$ cat src/rtl/load_align_unit.sv
// load_align_unit: issues one word-aligned data-memory read per load and right-aligns the addressed byte/halfword/word.
// Optional LSU_TIMEOUT_EN aborts a load after TIMEOUT_CYCLES in REQ+WAIT with an error result.
module load_align_unit #(
    parameter int DATA_WIDTH     = 32,
    parameter int ADDR_WIDTH     = 32,
    parameter int TIMEOUT_CYCLES = 16
) (
    input  logic                  clk,
    input  logic                  rst_n,
    input  logic                  ld_valid,
    output logic                  ld_ready,
    input  logic [ADDR_WIDTH-1:0] ld_addr,
    input  logic [2:0]            ld_funct3,
    output logic                  mem_req,
    output logic [ADDR_WIDTH-1:0] mem_addr,
    input  logic                  mem_gnt,
    input  logic                  mem_rvalid,
    input  logic [DATA_WIDTH-1:0] mem_rdata,
    output logic                  res_valid,
    input  logic                  res_ready,
    output logic [DATA_WIDTH-1:0] unextended_data,
    output logic [2:0]            sx_op,
    output logic                  res_err
);
    // Local copy of the isa_shared signext opcodes.
    localparam logic [2:0] SX_0700 = 3'd0, SX_1500 = 3'd1, SX_3100 = 3'd2;
    typedef enum logic [1:0] {IDLE, REQ, WAIT, RESP} state_t;
    state_t                state_q, state_d;
    logic [ADDR_WIDTH-1:0] addr_q, addr_d;
    logic [2:0]            f3_q, f3_d, sx_q, sx_d, ext_sx;
    logic [DATA_WIDTH-1:0] data_q, data_d, ext;
    logic                  err_q, err_d, bad;
    logic [7:0]            b;
    logic [15:0]           h;
`ifdef LSU_TIMEOUT_EN
    localparam int CW = $clog2(TIMEOUT_CYCLES + 1);
    logic [CW-1:0] cnt_q, cnt_d;
`else
    logic unused_timeout;
    assign unused_timeout = (TIMEOUT_CYCLES != 0);
`endif
    assign bad = !(ld_funct3 inside {3'b000, 3'b001, 3'b010, 3'b100, 3'b101})
               || (ld_funct3[1:0] == 2'b01 && ld_addr[0])
               || (ld_funct3 == 3'b010 && ld_addr[1:0] != 2'b00);
    assign b      = mem_rdata[{addr_q[1:0], 3'b000} +: 8];
    assign h      = addr_q[1] ? mem_rdata[31:16] : mem_rdata[15:0];
    // Only legal funct3 values reach WAIT, so bit decoding is sufficient.
    assign ext    = f3_q[1] ? mem_rdata : f3_q[0] ? {{(DATA_WIDTH-16){1'b0}}, h} : {{(DATA_WIDTH-8){1'b0}}, b};
    assign ext_sx = (f3_q[2] | f3_q[1]) ? SX_3100 : f3_q[0] ? SX_1500 : SX_0700;
    always_comb begin
        state_d = state_q;
        addr_d  = addr_q;
        f3_d    = f3_q;
        data_d  = data_q;
        sx_d    = sx_q;
        err_d   = err_q;
`ifdef LSU_TIMEOUT_EN
        cnt_d   = cnt_q;
`endif
        case (state_q)
            IDLE: if (ld_valid) begin
                addr_d = ld_addr;
                f3_d   = ld_funct3;
`ifdef LSU_TIMEOUT_EN
                cnt_d  = '0;
`endif
                if (bad) begin
                    state_d = RESP;
                    data_d  = '0;
                    sx_d    = SX_3100;
                    err_d   = 1'b1;
                end else begin
                    state_d = REQ;
                end
            end
            REQ:  if (mem_gnt) state_d = WAIT;
            WAIT: if (mem_rvalid) begin
                state_d = RESP;
                data_d  = ext;
                sx_d    = ext_sx;
                err_d   = 1'b0;
            end
            default: if (res_ready) state_d = IDLE;
        endcase
`ifdef LSU_TIMEOUT_EN
        if (state_q == REQ || state_q == WAIT) begin
            cnt_d = cnt_q + 1'b1;
            if (cnt_d == CW'(TIMEOUT_CYCLES)) begin
                state_d = RESP;
                data_d  = '0;
                sx_d    = SX_3100;
                err_d   = 1'b1;
            end
        end
`endif
    end
    always_ff @(posedge clk) begin
        if (!rst_n) begin
            state_q <= IDLE;
            addr_q  <= '0;
            f3_q    <= '0;
            data_q  <= '0;
            sx_q    <= SX_3100;
            err_q   <= 1'b0;
`ifdef LSU_TIMEOUT_EN
            cnt_q   <= '0;
`endif
        end else begin
            state_q <= state_d;
            addr_q  <= addr_d;
            f3_q    <= f3_d;
            data_q  <= data_d;
            sx_q    <= sx_d;
            err_q   <= err_d;
`ifdef LSU_TIMEOUT_EN
            cnt_q   <= cnt_d;
`endif
        end
    end
    assign ld_ready        = rst_n && state_q == IDLE;
    assign mem_req         = state_q == REQ;
    assign mem_addr        = mem_req ? {addr_q[ADDR_WIDTH-1:2], 2'b00} : '0;
    assign res_valid       = state_q == RESP;
    assign unextended_data = res_valid ? data_q : '0;
    assign sx_op           = res_valid ? sx_q : SX_3100;
    assign res_err         = res_valid && err_q;
endmodule
$ cat config.mk
export PLATFORM = sky130hd
export DESIGN_NAME = load_align_unit
export DESIGN_NICKNAME = d
export VERILOG_FILES = /design/src/rtl/load_align_unit.sv
export SDC_FILE = /design/constraint.sdc
export NUM_CORES = 1
export LEC_CHECK = 0
export CAP_MARGIN = 20
export CORE_UTILIZATION = 40
export DETAILED_ROUTE_END_ITERATION = 6
export PLACE_DENSITY = 0.77
export SYNTH_ARGS = -nofsm -noshare
export SYNTH_HDL_FRONTEND = slang
export SYNTH_SLANG_ARGS = --single-unit
$ cat constraint.sdc
create_clock -name clk -period 2 [get_ports clk]
set_input_delay 0.4 -clock clk [delete_from_list [all_inputs] [get_ports clk]]
set_output_delay 0.4 -clock clk [all_outputs]
set_load 0.005 [all_outputs]
# == After elaboration in Yosys (flattened, before gate mapping) ==
# Cells that the tools add are included.
# totals
ff_bits,73
inputBits,73
out_inout_bits,71
wordCells,62
# op_classes
n_eq_ne,12
shifts,1
muxes,26
bitwise,1
reduce_logical,16
# ops
operator,n
two-way mux 32 bit,6
case mux 32 bit (2 select lines),1
two-way mux 16 bit,2
variable part select 32 x 6 -> 8 bit,1
two-way mux 2 bit,6
two-way mux 3 bit,4
AND reduction 4 bit,2
"== test 3 bit, second input constant",2
"!= test 2 bit, second input constant",3
case mux 2 bit (3 select lines),1
case mux 3 bit (2 select lines),1
nonzero test 5 bit,1
"== test 2 x 1 -> 1 bit, second input constant",2
"== test 2 bit, second input constant",2
logical AND 1 bit,4
two-way mux 1 bit,4
nonzero test 2 bit,2
nonzero test 4 bit,1
"== test 3 x 1 -> 1 bit, second input constant",1
"== test 3 x 2 -> 1 bit, second input constant",1
zero test 3 bit,1
zero test 2 bit,1
logical OR 1 bit,2
"!= test 2 x 1 -> 1 bit, second input constant",1
4 further kinds,4

# == Longest topological paths before layout ==
# Gate-level depths: netlist of run 1.
# depth
ltp_word,8
ltp_mapped,9
depth_no_buf,6

# == Worst setup path before layout of run 1 ==
# No wires, ideal clock.
# synth_path
path_kind,flip-flop to flip-flop
from,register state_q[0]
to,register data_q[27]
setup_time_ps,117
arrival_ps,1713
required_time_ps,1883
setup_slack_ps,170
stages_incl_launch_ff,9
path_buffers,2
synth_period_minus_slack_ps,1830
path_cell_list,dfxtp_1 inv_1 ha_1 buf_6 nor2b_2 nor3_4 a21oi_4 buf_2 a22o_2
# synth_between
elab_chain_cells,3
word_cells_on_any_way,8
cone_classes,eq/ne: 4; mux: 1; reduce/logical: 3
# synth_rtl
item,line_no,rtl
"start, declared",28,"state_t state_q, state_d;"
"start signal, assigned",109,state_q <= state_d;
== test 2 bit / zero test 2 bit (equally long branches),60,case (state_q)
!= test 2 bit (no source line) / nonzero test 2 bit (equally long branches),-,
AND reduction 4 bit (no source line),-,
"end signal, assigned",112,data_q <= data_d;
"end, declared",31,"logic [DATA_WIDTH-1:0] data_q, data_d, ext;"
# Several ways; a longest one is shown, not always the timed one.
# A chain may end at the register's enable or synchronous reset.

# == Worst setup path in the final report of run 1 ==
# layout_path
from,register state_q[0]
to,output ld_ready
# layout_between
elab_chain_cells,2
# layout_rtl
item,line_no,rtl
zero test 2 bit,120,assign ld_ready = rst_n && state_q == IDLE;
logical AND 1 bit,120,
"end, declared",11,"output logic ld_ready,"
# Every way passes these cells.

==> results.sh, run 1 <==
export IMPL_cp_start_kind="register"
export IMPL_layout_cells_most_common_list="90 x sky130_fd_sc_hd__nand2_1, 73 x sky130_fd_sc_hd__clkdlybuf4s50_1, 70 x sky130_fd_sc_hd__dfxtp_1, 67 x sky130_fd_sc_hd__and2_1, 47 x sky130_fd_sc_hd__a21oi_1"
export IMPL_rsz0062_at_grt="yes"
export IMPL_timing_final_crit_share_pct=103
export IMPL_final_setup_tns_ns=-0.0734
export IMPL_clkSinkCount=72
export IMPL_share_of_the_synthesized_area_in_compound_gates_ao_oa_aoi_oai_pct=23.0
export IMPL_ctsHtreeMaxLevel=3
export IMPL_post_synth_mux_area_share_pct=0.286
export IMPL_grt_ovfl_total=0
export IMPL_postSynthCellCount=422
export IMPL_synthesis_area_um2=3500
export IMPL_finalCriticalPeriod_ns=2.06
export IMPL_place_ws_ns=-0.0418
export IMPL_worstHoldPathType="reg -> reg"
export IMPL_slew_violations=0
export IMPL_max_vdd_ir_drop_v=0.000523
export IMPL_post_drt_via_cell_ratio=5.16
export IMPL_timing_critical_path_fanout_max=8
export IMPL_grt_antenna_before_repair=0
export IMPL_detail_route_first_pass_iterations=4
export IMPL_tritoncts="done"
export IMPL_status="complete, but fails checks"
export IMPL_setup_viol=2
export IMPL_pin_count=144
export IMPL_number_of_cts_inserted_buffers=9
export IMPL_share_seq_of_total_power_pct=34.0
export IMPL_ys_types=41
export IMPL_routed_wl_um=11100
export IMPL_drc=0
export IMPL_numPortBuffers=140
export IMPL_detailedPlacementHpwl_um=7450
export IMPL_grt_max_degree=38
export IMPL_type_of_destination_of_the_critical_path="output pin"
export IMPL_mostFrequentLayoutCell="sky130_fd_sc_hd__nand2_1"
export IMPL_clockPowerShare_pct=22.8
export IMPL_route_detailed_wl_per_inst_um=16.4
export IMPL_avgSynthCellArea_um2=8.30
export IMPL_chipHeight_um=95.6
export IMPL_primary_flip_flop_cell_chosen_by_synthesis_mapping="sky130_fd_sc_hd__dfxtp_1"
export IMPL_internal_power_mw=3.32
export IMPL_finalWorstSetupSlack_ns=-0.0634
export IMPL_flip_flop_and_latch_count_after_synthesis=72
export IMPL_worstSkewPairLatency_ns=0.35
export IMPL_worst_r2r_setup_slack_ns=-0.01
export IMPL_p_per_area_nw_per_um2=939
export IMPL_postLayoutCoreUtil_pct=65.0
export IMPL_fp_dieArea_um2=9140
export IMPL_max_clock_freq_mhz=485
export IMPL_synth_xor_xnor_area_share_pct=0
export IMPL_gp_congestion=0.879
export IMPL_power_leakage_nw=2.61
export IMPL_first_pass_grt_wire_length_um=16500
export IMPL_net_switching_power_mw=1.77
export IMPL_syn2layout_area_growth_pct=54.6
export IMPL_num_antenna_cells=0
export IMPL_setup_worst_path_class="reg -> out"
export IMPL_yosysSeqAreaShare_pct=41.1
export IMPL_drt_first_iter_violations=137
export IMPL_swShare_pct=34.8
export IMPL_violations_in_the_final_reports="negative setup slack"
export IMPL_tightestPinTransition_ns=0.568
export IMPL_finalHoldViolCount=0
export IMPL_first_global_vias=3396
export IMPL_yosys_area_share_adder_pct=1.79
export IMPL_ctsRootBufferMaster="sky130_fd_sc_hd__clkbuf_8"
export IMPL_fp_dieW_um=95.6
export IMPL_combPwrFrac_pct=43.2
export IMPL_cp_data_required_time_ns=1.60
export IMPL_whs_ns=0.452
export IMPL_initial_core_utilization_pct=42.0
export IMPL_finalClockSkew_ns=0.00953
export IMPL_timing_critical_path_arrival_ns=1.66
export IMPL_relSlewSlack_pct=62.1
export IMPL_num_vias=3512
export IMPL_placement_rows=33
export IMPL_path_clk_slew_ns=0.08
export IMPL_synth_enable_flop_cells=0
export IMPL_number_of_antenna_violating_nets_in_the_routed_design=0
export IMPL_finalNetCount=648
export IMPL_core_footprint_um2=8340
export IMPL_clock_path_buffers=2
export IMPL_synth_top_family_by_area="simple AND/OR/NAND/NOR gates"
export IMPL_post_cts_hold_buffer_count=0
export IMPL_maxCapViolations=0
export IMPL_synth_simple_gate_area_share_pct=28.2
export IMPL_layout_drive_gt1_share_pct=16.0
export IMPL_synth_async_sr_flop_share_pct=0
export IMPL_global_route_usage_total_pct=23.7
export IMPL_synth_yosys_warnings=0
## state kept, by name, indices dropped and copies added (netlist names)
| register | count |
|---|---|
| data_q | 32 |
| err_q | 1 |
| addr_q | 32 |
| sx_q | 2 |
| state_q | 2 |
| f3_q | 3 |
## worst max-delay path, cell delays in order (launching register included)
cell and delay, ns:
sky130_fd_sc_hd__dfxtp_4 0.38, sky130_fd_sc_hd__inv_1 0.13, sky130_fd_sc_hd__ha_4 0.20, sky130_fd_sc_hd__and2_1 0.13
sky130_fd_sc_hd__clkdlybuf4s50_1 0.49
## stage by stage
stage               area (um2)  cells  total power [mW]
detailed placement        5080    652              3.58
CTS                       5300    670              4.86
floorplan                 3510    424              2.79
global placement          5080    652              3.54
finish                    5420    680              5.09
global route              5420    680              5.39
## cell type report
| class | instances | area, um2 |
|---|---|---|
| Clock buffer | 10 | 138 |
| Timing Repair Buffer | 171 | 1710 |
| Fill cell | 718 | 2920 |
| Inverter | 4 | 17.5 |
| Clock inverter | 6 | 58.8 |
| Sequential cell | 72 | 1450 |
| Tap cell | 105 | 131 |
| Multi-Input combinational cell | 312 | 1920 |
## final timing paths
check	from	endpoint	cells past startpoint
max	state_q[0]	ld_ready	4
min	addr_q[23]	addr_q[23]	2
max reg2reg	state_q[0]	state_q[1]	7
min reg2reg	addr_q[23]	addr_q[23]	2
## metal layers
metal | part of all wire [%] | track usage, % | vias up
met4 | 1.8 | 9.83 | 0
met3 | 11 | 8.77 | 16
li1 | - | - | 1737
met1 | 39 | 28.1 | 1594
met5 | 0 | 0 | -
met2 | 48 | 38.5 | 165
## Yosys cell counts (all sizes together), types with 5 or more instances
| master | n | share of area, % |
|---|---|---|
| dfxtp | 72 | 41 |
| nand2b | 9 | 1.6 |
| a21oi | 48 | 7.2 |
| a22oi | 16 | 3.4 |
| clkbuf | 21 | 2.2 |
| o2bb2ai | 17 | 4.2 |
| nand2 | 90 | 9.6 |
| nand3 | 8 | 1.3 |
| a22o | 24 | 6.2 |
| ha | 5 | 1.8 |
| buf | 15 | 2.8 |
| and2 | 67 | 12 |
## power groups by stage
| stage | registers [mW] | logic (mW) | clock network, mW |
|---|---|---|---|
| after floorplan | 1.70 | 1.09 | 0 |
| after global placement | 1.73 | 1.81 | 0 |
| after detailed placement | 1.74 | 1.84 | 0 |
| after CTS | 1.73 | 1.95 | 1.18 |
| after global routing | 1.76 | 2.39 | 1.25 |
| final | 1.73 | 2.20 | 1.16 |
## kinds of logic (layout without fill, tap and decap cells)
group           after synthesis  after routing
simple gates                190            190
fa+ha+maj                     5              5
mux                           1              1
buf+inv                      40            191
compound gates              113            113
other cells                   1              3
flops                        72             72
## timing repair
item                       in CTS  in global routing
pin swaps                       0                  1
gates cloned                    1                  3
setup endpoints to repair      68                 40
gates resized for setup        47                 82
buffers inserted                1                  7
Note: power is estimated with default switching activity, not from simulation.
==> run 2, diff against run 1 <==
Settings changed: SKIP_LAST_GASP from default to 1.
==> results.sh, run 2 (synthesized netlist as in run 1, its figures left out) <==
export IMPL_status="complete, but fails checks"
export IMPL_violations_in_the_final_reports="negative setup slack"
export IMPL_whs_ns=0.453
export IMPL_tritoncts="done"
export IMPL_syn2layout_area_growth_pct=60.6
export IMPL_routed_wl_um=11400
export IMPL_timing_final_crit_share_pct=108
export IMPL_postLayoutCoreUtil_pct=67.5
export IMPL_final_setup_tns_ns=-2.51
export IMPL_drt_first_iter_violations=152
export IMPL_setup_worst_path_class="reg -> out"
export IMPL_clockPowerShare_pct=22.4
export IMPL_share_seq_of_total_power_pct=33.5
export IMPL_worstHoldPathType="reg -> reg"
export IMPL_first_global_vias=3383
export IMPL_cp_start_kind="register"
export IMPL_multi_input_comb_area_um2=1910
export IMPL_clkSinkCount=72
export IMPL_path_clk_slew_ns=0.09
export IMPL_max_clock_freq_mhz=463
export IMPL_slew_violations=0
export IMPL_swShare_pct=34.4
export IMPL_place_inst=652
export IMPL_internal_power_mw=3.39
export IMPL_ctsHtreeMaxLevel=3
export IMPL_tightestPinTransition_ns=0.566
export IMPL_layout_cells_most_common_list="91 x sky130_fd_sc_hd__clkdlybuf4s50_1, 90 x sky130_fd_sc_hd__nand2_1, 70 x sky130_fd_sc_hd__dfxtp_1, 67 x sky130_fd_sc_hd__and2_1, 47 x sky130_fd_sc_hd__a21oi_1"
export IMPL_combPwrFrac_pct=44.1
export IMPL_type_of_destination_of_the_critical_path="output pin"
export IMPL_crit_slowest_cell="sky130_fd_sc_hd__clkdlybuf4s50_1"
export IMPL_place_ws_ns=-0.0418
export IMPL_numPortBuffers=140
export IMPL_max_vdd_ir_drop_v=0.000603
export IMPL_slowest_delay_ns=0.51
export IMPL_cp_data_required_time_ns=1.60
export IMPL_timing_critical_path_arrival_ns=1.76
export IMPL_ctsRootBufferMaster="sky130_fd_sc_hd__clkbuf_8"
export IMPL_num_antenna_cells=0
export IMPL_number_of_antenna_violating_nets_in_the_routed_design=0
export IMPL_grt_ovfl_total=0
export IMPL_post_drt_via_cell_ratio=5.22
export IMPL_worstSkewPairLatency_ns=0.35
export IMPL_largest_registers="addr_q: 32 flops, data_q: 32 flops, f3_q: 3 flops"
export IMPL_layout_drive_gt1_share_pct=13.3
export IMPL_clock_path_buffers=2
export IMPL_chipHeight_um=95.6
export IMPL_gp_congestion=0.879
export IMPL_timing_critical_path_fanout_max=9
export IMPL_grt_max_degree=38
export IMPL_grt_antenna_before_repair=0
export IMPL_finalHoldViolCount=0
export IMPL_core_footprint_um2=8340
export IMPL_net_switching_power_mw=1.78
export IMPL_power_leakage_nw=2.87
export IMPL_finalCriticalPeriod_ns=2.16
export IMPL_finalWorstSetupSlack_ns=-0.158
export IMPL_pin_count=144
export IMPL_rsz0062_at_grt="yes"
export IMPL_finalNetCount=652
export IMPL_post_layout_nonfiller_instances=684
export IMPL_timing_critical_path_max_delay_family="buffers and inverters"
export IMPL_filler_cell_count=690
export IMPL_register_area_um2=1450
export IMPL_initial_core_utilization_pct=42.0
export IMPL_drc=0
export IMPL_path_cells="ha_4 > buf_12 > and2_1 > clkdlybuf4s50_1"
export IMPL_detailedPlacementHpwl_um=7450
export IMPL_relSlewSlack_pct=62.2
export IMPL_maxCapViolations=0
export IMPL_finalClockSkew_ns=0.0147
export IMPL_placement_rows=33
export IMPL_mostFrequentLayoutCell="sky130_fd_sc_hd__clkdlybuf4s50_1"
export IMPL_totalPowerFinal_mw=5.18
export IMPL_placed_area_um2=5080
export IMPL_num_vias=3572
export IMPL_first_pass_grt_wire_length_um=16500
export IMPL_global_route_usage_total_pct=23.7
export IMPL_setup_viol=19
export IMPL_critPathBufInv=2
export IMPL_detail_route_first_pass_iterations=4
export IMPL_fp_dieArea_um2=9140
export IMPL_number_of_cts_inserted_buffers=9
export IMPL_route_detailed_wl_per_inst_um=16.7
export IMPL_p_per_area_nw_per_um2=920
export IMPL_fp_dieW_um=95.6
export IMPL_final_design_area_no_fill_um2=5630
[run 2: cell type report]
class / count / area share [%]
flip-flops and latches: 72 / 25.7
inverters: 4 / 0.311
repair buffers: 175 / 34.3
multi-input cells: 312 / 33.9
well taps: 105 / 2.33
clock inverters: 6 / 1.04
clock buffers: 10 / 2.45
[run 2: power by group through the flow]
stage	clock network [mW]	logic (mW)	registers (mW)
after floorplan	0	1.09	1.70
after global placement	0	1.81	1.73
after detailed placement	0	1.84	1.74
after CTS	1.18	1.96	1.72
after global routing	1.24	2.48	1.76
final	1.16	2.28	1.73
[run 2: worst min-delay path, delay by kind of cell (launching register included)]
| family | cells | cell delay, ns |
|---|---|---|
| AND/OR/NAND/NOR | 1 | 0.05 |
| flip-flops | 1 | 0.31 |
| AO/OA/AOI/OAI | 1 | 0.05 |
[run 2: path summary, 6_finish.rpt]
kind                            cells past startpoint  slack [ns]  startpoint    endpoint
worst min register to register                      2        0.45  addr_q[23]  addr_q[23]
worst max register to register                      7        0.16  state_q[1]  data_q[20]
worst min-delay path                                2        0.45  addr_q[23]  addr_q[23]
worst max-delay path                                4       -0.16  state_q[0]    sx_op[0]
[run 2: timing repair]
action / 4_1_cts / 5_1_grt
endpoints found under the hold margin: 0 / 0
gates resized for setup: 15 / 56
gates cloned: 1 / 6
setup buffers: 1 / 8
setup endpoints to repair: 68 / 67
hold buffers: 0 / 0
[run 2: layer usage]
layer  track usage (%)  part of all wire (%)  vias to the layer above
li1                  -                     -                     1746
met1              28.3                    40                     1631
met2              38.3                    47                      179
met3              8.77                    11                       16
met4              9.45                   1.9                        0
met5                 0                     0                        -
==> run 3, diff against run 2 <==
==> constraint.sdc (replaced) <==
create_clock -name clk -period 2 [get_ports clk]
set_input_delay 0.5 -clock clk [delete_from_list [all_inputs] [get_ports clk]]
set_output_delay 0.5 -clock clk [all_outputs]
set_load 0.005 [all_outputs]
==> results.sh, run 3 (synthesized netlist as in run 1, its figures left out) <==
export IMPL_drt_first_iter_violations=188
export IMPL_num_vias=3675
export IMPL_maxCapViolations=0
export IMPL_layout_drive_gt1_share_pct=29.6
export IMPL_slowest_delay_ns=0.37
export IMPL_cp_data_required_time_ns=1.50
export IMPL_register_area_um2=1450
export IMPL_ctsRootBufferMaster="sky130_fd_sc_hd__clkbuf_8"
export IMPL_timing_critical_path_max_delay_family="buffers and inverters"
export IMPL_place_ws_ns=-0.135
export IMPL_finalWorstSetupSlack_ns=-0.112
export IMPL_detailedPlacementHpwl_um=7410
export IMPL_worst_path_most_repeated_cell="sky130_fd_sc_hd__buf_6"
export IMPL_finalHoldViolCount=0
export IMPL_tightestPinTransition_ns=0.693
export IMPL_wl_met2_um=5540
export IMPL_ctsHtreeMaxLevel=3
export IMPL_wl_met1_um=4360
export IMPL_violations_in_the_final_reports="negative setup slack"
export IMPL_worstHoldPathType="reg -> reg"
export IMPL_clkSinkCount=72
export IMPL_drc=0
export IMPL_layout_cells_most_common_list="90 x sky130_fd_sc_hd__nand2_1, 72 x sky130_fd_sc_hd__clkdlybuf4s50_1, 70 x sky130_fd_sc_hd__dfxtp_1, 47 x sky130_fd_sc_hd__a21oi_1, 37 x sky130_fd_sc_hd__and2_1"
export IMPL_global_route_usage_total_pct=26.3
export IMPL_syn2layout_area_growth_pct=61.0
export IMPL_grt_ovfl_total=0
export IMPL_route_met3_wl_um=1480
export IMPL_whs_ns=0.452
export IMPL_max_vdd_ir_drop_v=0.000537
export IMPL_number_of_antenna_violating_nets_in_the_routed_design=0
export IMPL_clock_path_buffers=2
export IMPL_fp_dieW_um=95.6
export IMPL_first_global_vias=3586
export IMPL_setup_worst_path_class="reg -> out"
export IMPL_filler_cell_count=666
export IMPL_largest_registers="addr_q: 32 flops, data_q: 32 flops, f3_q: 3 flops"
export IMPL_finalCriticalPeriod_ns=2.11
export IMPL_placement_rows=33
export IMPL_multi_input_comb_area_um2=2000
export IMPL_setup_viol=36
export IMPL_crit_slowest_cell="sky130_fd_sc_hd__dfxtp_4"
export IMPL_initial_core_utilization_pct=42.0
export IMPL_final_setup_tns_ns=-1.06
export IMPL_num_antenna_cells=0
export IMPL_final_design_area_no_fill_um2=5640
export IMPL_first_pass_grt_wire_length_um=18000
export IMPL_path_cells="ha_4 > buf_6 > buf_16 > buf_8 > buf_6 > and2_4 > buf_6"
export IMPL_fp_dieArea_um2=9140
export IMPL_relSlewSlack_pct=53.7
export IMPL_postLayoutCoreUtil_pct=67.7
export IMPL_route_detailed_wl_per_inst_um=17.0
export IMPL_path_clk_slew_ns=0.07
export IMPL_post_drt_via_cell_ratio=5.33
export IMPL_grt_antenna_before_repair=0
export IMPL_tritoncts="done"
export IMPL_critPathBufInv=5
export IMPL_number_of_cts_inserted_buffers=9
export IMPL_timing_critical_path_fanout_max=5
export IMPL_p_per_area_nw_per_um2=953
export IMPL_numPortBuffers=140
export IMPL_pin_count=144
export IMPL_chipHeight_um=95.6
export IMPL_max_clock_freq_mhz=473
export IMPL_post_cts_hold_buffer_count=0
export IMPL_core_footprint_um2=8340
export IMPL_type_of_destination_of_the_critical_path="output pin"
export IMPL_finalNetCount=657
export IMPL_worstSkewPairLatency_ns=0.35
export IMPL_timing_critical_path_arrival_ns=1.61
export IMPL_power_leakage_nw=2.36
export IMPL_finalClockSkew_ns=0.00799
export IMPL_cp_start_kind="register"
export IMPL_slew_violations=0
export IMPL_rsz0062_at_grt="yes"
export IMPL_mostFrequentLayoutCell="sky130_fd_sc_hd__nand2_1"
export IMPL_gp_congestion=0.853
export IMPL_top_layer_used="met4"
export IMPL_detail_route_first_pass_iterations=5
export IMPL_status="complete, but fails checks"
export IMPL_placed_area_um2=5110
export IMPL_timing_final_crit_share_pct=106
export IMPL_grt_max_degree=38
export IMPL_routed_wl_um=11700
-- run 3: worst min-delay path, cell delays in order, from the launching register on --
cell and delay, ns:
sky130_fd_sc_hd__dfxtp_1 0.31, sky130_fd_sc_hd__nand2_1 0.05, sky130_fd_sc_hd__a21oi_1 0.05
-- run 3: what timing repair did --
action                     CTS  global route
gates cloned                 8             0
pin swaps                    9            20
setup buffers               11             2
resized for setup          262            78
setup endpoints to repair   68            66
-- run 3: final timing paths --
check | startpoint | slack (ns) | cells after the start | end
max | state_q[1] | -0.11 | 7 | unextended_data[3]
min | addr_q[23] | 0.45 | 2 | addr_q[23]
max reg2reg | state_q[0] | 0.09 | 8 | data_q[20]
min reg2reg | addr_q[23] | 0.45 | 2 | addr_q[23]
-- run 3: cell type report --
type	count	area share, %
Inverter	4	0.310
Multi-Input combinational cell	312	35.4
Clock buffer	13	2.82
Sequential cell	72	25.7
Timing Repair Buffer	180	32.7
Clock inverter	3	0.710
Tap cell	105	2.33
-- run 3: report_power, final --
group | switching [mW] | internal [mW] | total (mW) | leakage, nW
clock network | 0.535 | 0.642 | 1.18 | 0.103
logic | 1.18 | 1.28 | 2.46 | 1.67
registers | 0.124 | 1.62 | 1.74 | 0.587
total | 1.84 | 3.54 | 5.38 | 2.36
-- run 3: through the flow --
step	cells	total power [mW]
after floorplan	424	2.79
after CTS	688	5.35
after global routing	689	5.69
after detailed placement	654	3.64
after global placement	654	3.59
final	689	5.38
-- run 3: routing by layer --
metal	vias to the layer above	GRT usage (%)
met1	1668	30.8
met5	-	0
li1	1752	-
met2	229	42.8
met4	0	11.9
met3	26	9.41
